**config.mk**
```make
export PLATFORM = sky130hd
export DESIGN_NAME = result_display_driver
export DESIGN_NICKNAME = d
export VERILOG_FILES = /design/src/rtl/result_display_driver.sv
export SDC_FILE = /design/constraint.sdc
export NUM_CORES = 1
export LEC_CHECK = 0
export ABC_AREA = 1
export CAP_MARGIN = 20
export CELL_PAD_IN_SITES_DETAIL_PLACEMENT = 0
export CELL_PAD_IN_SITES_GLOBAL_PLACEMENT = 2
export CORE_MARGIN = 2
export CORE_UTILIZATION = 32
export CTS_CLUSTER_DIAMETER = 60
export DETAILED_ROUTE_END_ITERATION = 12
export GPL_ROUTABILITY_DRIVEN = 0
export HOLD_SLACK_MARGIN = 0.12
export PLACE_DENSITY = 0.79
export SYNTH_ARGS = -nofsm -noshare
export SYNTH_HDL_FRONTEND = slang
export SYNTH_SLANG_ARGS = --single-unit
```
**constraint.sdc**
```tcl
create_clock -name clock -period 2.2 [get_ports clock]
set_input_delay 0.44 -clock clock [delete_from_list [all_inputs] [get_ports clock]]
set_output_delay 0.44 -clock clock [all_outputs]
set_load 0.05 [all_outputs]
```
**src/rtl/result_display_driver.sv**
```systemverilog
// Converts the held 8-bit calculator result to BCD with a one-bit-per-clock
// double-dabble engine and scans the digits onto a 3-digit active-low display.
module result_display_driver #(
  parameter int unsigned REFRESH_DIV = 50000
) (
  input  logic        clock,
  input  logic        reset,
  input  logic [7:0]  value,
  output logic        busy,
  output logic [11:0] bcd,
  output logic [2:0]  anode,
  output logic [6:0]  segments
);

  localparam int unsigned CNT_W  = (REFRESH_DIV > 1) ? $clog2(REFRESH_DIV) : 1;
  localparam int unsigned ITER_W = 3;

  typedef enum logic [1:0] {IDLE, CONVERT, DONE} state_t;

  state_t              state, state_next;
  logic [7:0]          last_value, last_value_next;
  logic [7:0]          shift_reg, shift_reg_next;
  logic [11:0]         scratch, scratch_next, adj;
  logic [11:0]         bcd_next;
  logic [ITER_W-1:0]   iter, iter_next;
  logic                busy_next;
  logic [CNT_W-1:0]    cnt, cnt_next;
  logic [1:0]          idx, idx_next;
  logic [2:0]          anode_next;
  logic [6:0]          seg_next;

  // State register plus all datapath and output registers.
  always_ff @(posedge clock or posedge reset) begin
    if (reset) begin
      state      <= IDLE;
      last_value <= 8'd0;
      shift_reg  <= 8'd0;
      scratch    <= 12'd0;
      iter       <= '0;
      busy       <= 1'b0;
      bcd        <= 12'h000;
      cnt        <= '0;
      idx        <= 2'd0;
      anode      <= 3'b110;
      segments   <= 7'h40;
    end else begin
      state      <= state_next;
      last_value <= last_value_next;
      shift_reg  <= shift_reg_next;
      scratch    <= scratch_next;
      iter       <= iter_next;
      busy       <= busy_next;
      bcd        <= bcd_next;
      cnt        <= cnt_next;
      idx        <= idx_next;
      anode      <= anode_next;
      segments   <= seg_next;
    end
  end

  // Next-state logic.
  always_comb begin
    state_next = state;
    case (state)
      IDLE:    if (value != last_value) state_next = CONVERT;
      CONVERT: if (iter == ITER_W'(7)) state_next = DONE;
      DONE:    state_next = IDLE;
      default: state_next = IDLE;
    endcase
  end

  // Add-3 correction applied to every scratch nibble before the shift.
  always_comb begin
    adj = scratch;
    for (int n = 0; n < 3; n++) begin
      if (scratch[n*4 +: 4] >= 4'd5) adj[n*4 +: 4] = scratch[n*4 +: 4] + 4'd3;
    end
  end

  // Conversion datapath and published result.
  always_comb begin
    last_value_next = last_value;
    shift_reg_next  = shift_reg;
    scratch_next    = scratch;
    iter_next       = iter;
    busy_next       = busy;
    bcd_next        = bcd;
    case (state)
      IDLE: begin
        if (value != last_value) begin
          last_value_next = value;
          shift_reg_next  = value;
          scratch_next    = 12'd0;
          iter_next       = '0;
          busy_next       = 1'b1;
        end
      end
      CONVERT: begin
        {scratch_next, shift_reg_next} = {adj, shift_reg} << 1;
        iter_next = iter + ITER_W'(1);
      end
      DONE: begin
        bcd_next  = scratch;
        busy_next = 1'b0;
      end
      default: ;
    endcase
  end

  // Free-running digit scan.
  always_comb begin
    cnt_next = cnt + CNT_W'(1);
    idx_next = idx;
    if (cnt == CNT_W'(REFRESH_DIV - 1)) begin
      cnt_next = '0;
      idx_next = (idx == 2'd2) ? 2'd0 : idx + 2'd1;
    end
  end

  function automatic logic [6:0] seg_of(input logic [3:0] d);
    case (d)
      4'd0:    seg_of = 7'h40;
      4'd1:    seg_of = 7'h79;
      4'd2:    seg_of = 7'h24;
      4'd3:    seg_of = 7'h30;
      4'd4:    seg_of = 7'h19;
      4'd5:    seg_of = 7'h12;
      4'd6:    seg_of = 7'h02;
      4'd7:    seg_of = 7'h78;
      4'd8:    seg_of = 7'h00;
      4'd9:    seg_of = 7'h10;
      default: seg_of = 7'h7F;
    endcase
  endfunction

  // Display drive computed from next-cycle bcd/index so it always matches the registered bcd.
  always_comb begin
    anode_next = ~(3'b001 << idx_next);
    case (idx_next)
      2'd0:    seg_next = seg_of(bcd_next[3:0]);
      2'd1:    seg_next = (bcd_next[11:4] == 8'd0) ? 7'h7F : seg_of(bcd_next[7:4]);
      2'd2:    seg_next = (bcd_next[11:8] == 4'd0) ? 7'h7F : seg_of(bcd_next[11:8]);
      default: seg_next = 7'h7F;
    endcase
  end

endmodule

```
==> summary.txt <==
DRT Pass-1 Iters: 4
Psw: 3560 uW
Gate power share: 53.1%
antenna cells: 0
number of global-route vias before repair: 3617
DP Cell Count: 765
Die Height: 121 microns
Period minus WS final: 2070 ps
leading post-synthesis cells by cell area: dfrtp_1 (41%), nand2_1 (13%), nand3_1 (6.4%)
Ys Warns: 0
Row Count: 42
Leak: 0.00258 uW
antenna-violating nets left: 0
Post-synth top flop: dfrtp_1
Core Box Area: 0.0132 sq mm
Reg power frac: 27.7%
aggregate global routing overflow: 0
Worst-path clk slew: 50 ps
Fillers: 1393
crit path cell chain: clkdlybuf4s50_1
design area: 0.00524 sq mm
worst slew margin relative to its limit: 64.1%
Max Cap Viol: 0
Clock Latency Late Sink: 340 ps
RSZ-0062 raised after global routing: false
Clk Tree Root Cell: clkbuf_16
Sw Share: 45.5%
maximum clock insertion buffer count: 2
# IOs: 33
PostCTS Resize Cnt: 0
1st-iter DRT viols: 125
clk_skew: 9.04 ps
input/output buffers: 32
Final Core Density: 39.6%
overall routing resource usage: 15.6%
syn_area_per_cell: 7.86 sq um
Pwr Total: 7820 uW
Post-DP Area: 0.00494 sq mm
Via Count: 3574
number of remaining DRC errors: 0
Die W: 121 microns
FF-to-FF Start: state[0]$_DFFE_PP0P_
r2r setup slk: 220 ps
number of setup buffers added after CTS: 0
outcome: completed
CP endpoint kind: output port
CTS buffer count: 9
CP peak stage delay: 790 ps
Nets: 631
Max VDD drop: 0.663 mV
Crit Path Class: register to output port
CP arrival: 1630 ps
Initial Util: 32.9%
leading area contributor after synthesis: dfrtp_1
Fin. Hold Viols: 0
Seq/Total Area, Yosys: 42.6%
WHS Endpoint: cnt[0]$_DFF_PP0_
Worst Path Buf+Inv: 1
CP max stage cell: clkdlybuf4s50_1
top flop regs: cnt x16, bcd x12, scratch x12
WHS Path Cells: 1
HPWL after detailed placement: 7.52 mm
pin count of the biggest net entering global routing: 75
Mapped Area: 0.00436 sq mm
P_int: 4260 uW
FF-to-FF path depth: 11
via density per instance: 4.58
PD cells: 1490 mW/mm^2
library cells used by synthesis: 38
Clk pwr share: 19.1%
Final TNS setup: 0 ps
final wirelength: 10.1 mm
RR Endpoint: segments[3]$_DFF_PP0_
Slew Limit Fails: 0
hold path start: cnt[0]$_DFF_PP0_
post-synth top area share: 40.8%
Worst Hold Class: register to register
cell family with most CP delay: buffers and inverters
number of synthesized flops with an enable pin: 0
fin crit share: 94.2%
Largest register FFs: 16
layout cell share with drive strength beyond 1: 13.4%
clk sinks: 74
Worst Path Max Fanout: 1
CTS HTree Levels: 3
first-pass GRT wire length: 17.6 mm
final cell count without fillers: 781
area growth from synthesis to layout: 20.3%
Fmax achieved: 483 MHz
Tightest Pin Transition: 537 ps
CTS tree: yes
initial antenna violation count: 0
wire length per cell: 12.9 microns
CP startpoint kind: register
syn_nets: 585
count of final setup violators: 0
CTS Hold Bufs: 0
Seq cells post-synth: 74
required time of the critical path: 1760 ps
Gate Count Post-Synth: 554
die area: 0.0146 sq mm
most flop-heavy register: cnt
FFs w/ async S/R, synth: 100%
[worst max-delay path by stage]
stage                               startpoint                         to  cells past startpoint
after floorplan           state[1]$_DFFE_PP0P_      segments[1]$_DFF_PP0_                     12
after global placement                value[7]  last_value[6]$_DFFE_PP0P_                      9
after detailed placement              value[1]  last_value[2]$_DFFE_PP0P_                      9
after CTS                   anode[1]$_DFF_PP1_                   anode[1]                      1
after global routing      state[0]$_DFFE_PP0P_      segments[3]$_DFF_PP0_                     12
final                       anode[1]$_DFF_PP1_                   anode[1]                      1
[per-layer routing]
| metal | vias to the layer above | wire (microns) | GRT usage (%) |
|---|---|---|---|
| met5 | - | 0 | 0 |
| met4 | 0 | 87 | 5.16 |
| met3 | 6 | 321 | 4.53 |
| met2 | 47 | 4730 | 25.4 |
| met1 | 1656 | 4960 | 19.8 |
| li1 | 1865 | - | - |
[power groups by stage]
stage	Combinational [uW]	Sequential, uW	Clock (uW)
floorplan	2450	2700	0
global placement	4180	2180	0
detailed placement	4200	2190	0
CTS	4220	2180	1550
global route	4730	2230	1610
finish	4150	2170	1500
[placed cells by master (no fill, tap or decap), types with 2 or more instances in the layout]
cell type and n:
a21oi_1 16, buf_12 2, buf_4 10, clkbuf_1 3
clkbuf_16 9, clkbuf_8 2, clkdlybuf4s50_1 32, dfrtp_1 71
dfstp_2 3, ha_1 21, inv_1 65, inv_2 5
nand2_1 150, nand2_2 10, nand2_4 5, nand3_1 56
nand3_2 3, nand3b_1 2, nand4_1 2, nor2_1 36
nor2_2 5, nor2_4 4, nor3_1 2, o211ai_1 2
o21ai_0 45, o21ai_1 4, o21ai_2 11, o22ai_1 2
or2_2 5, xnor2_1 4, xor2_1 6
[through the flow]
step	hold WS, ps	setup slack (ps)
detailed placement	461	66.1
CTS	468	103
floorplan	432	439
global route	501	3.48
finish	465	128
global placement	454	115
[cell type report]
| cell class | count | area, sq um | area share (%) |
|---|---|---|---|
| well taps | 176 | 220 | 4.20 |
| repair buffers | 44 | 435 | 8.31 |
| clock buffers | 14 | 264 | 5.04 |
| clock inverters | 2 | 35.0 | 0.669 |
| flip-flops and latches | 74 | 1860 | 35.4 |
| inverters | 73 | 280 | 5.35 |
| multi-input cells | 398 | 2150 | 41.0 |
[cell usage after synthesis (all sizes together) (2+ instances only)]
master  count
o211ai      2
xor2        6
dfrtp      71
nand4       2
o21ai      60
or2         5
buf         7
o22ai       2
nor2       45
dfstp       3
nand2     166
nand3      60
xnor2       4
ha         21
clkbuf      2
nand3b      2
inv        72
a21oi      16
nor3        3
[logic make-up (layout without fill, tap and decap cells)]
group                      after synthesis  after routing  share of synthesized area [%]
adders and majority gates               21             21                           6.03
and+or+nand+nor                        284            284                           30.5
AOI/OAI and AO/OA                       83             83                           10.8
xor gates and xnor gates                10             10                           2.01
buffers and inverters                   82            133                           8.10
DFF                                     74             74                           42.6
(Power assumes the default switching activity.)
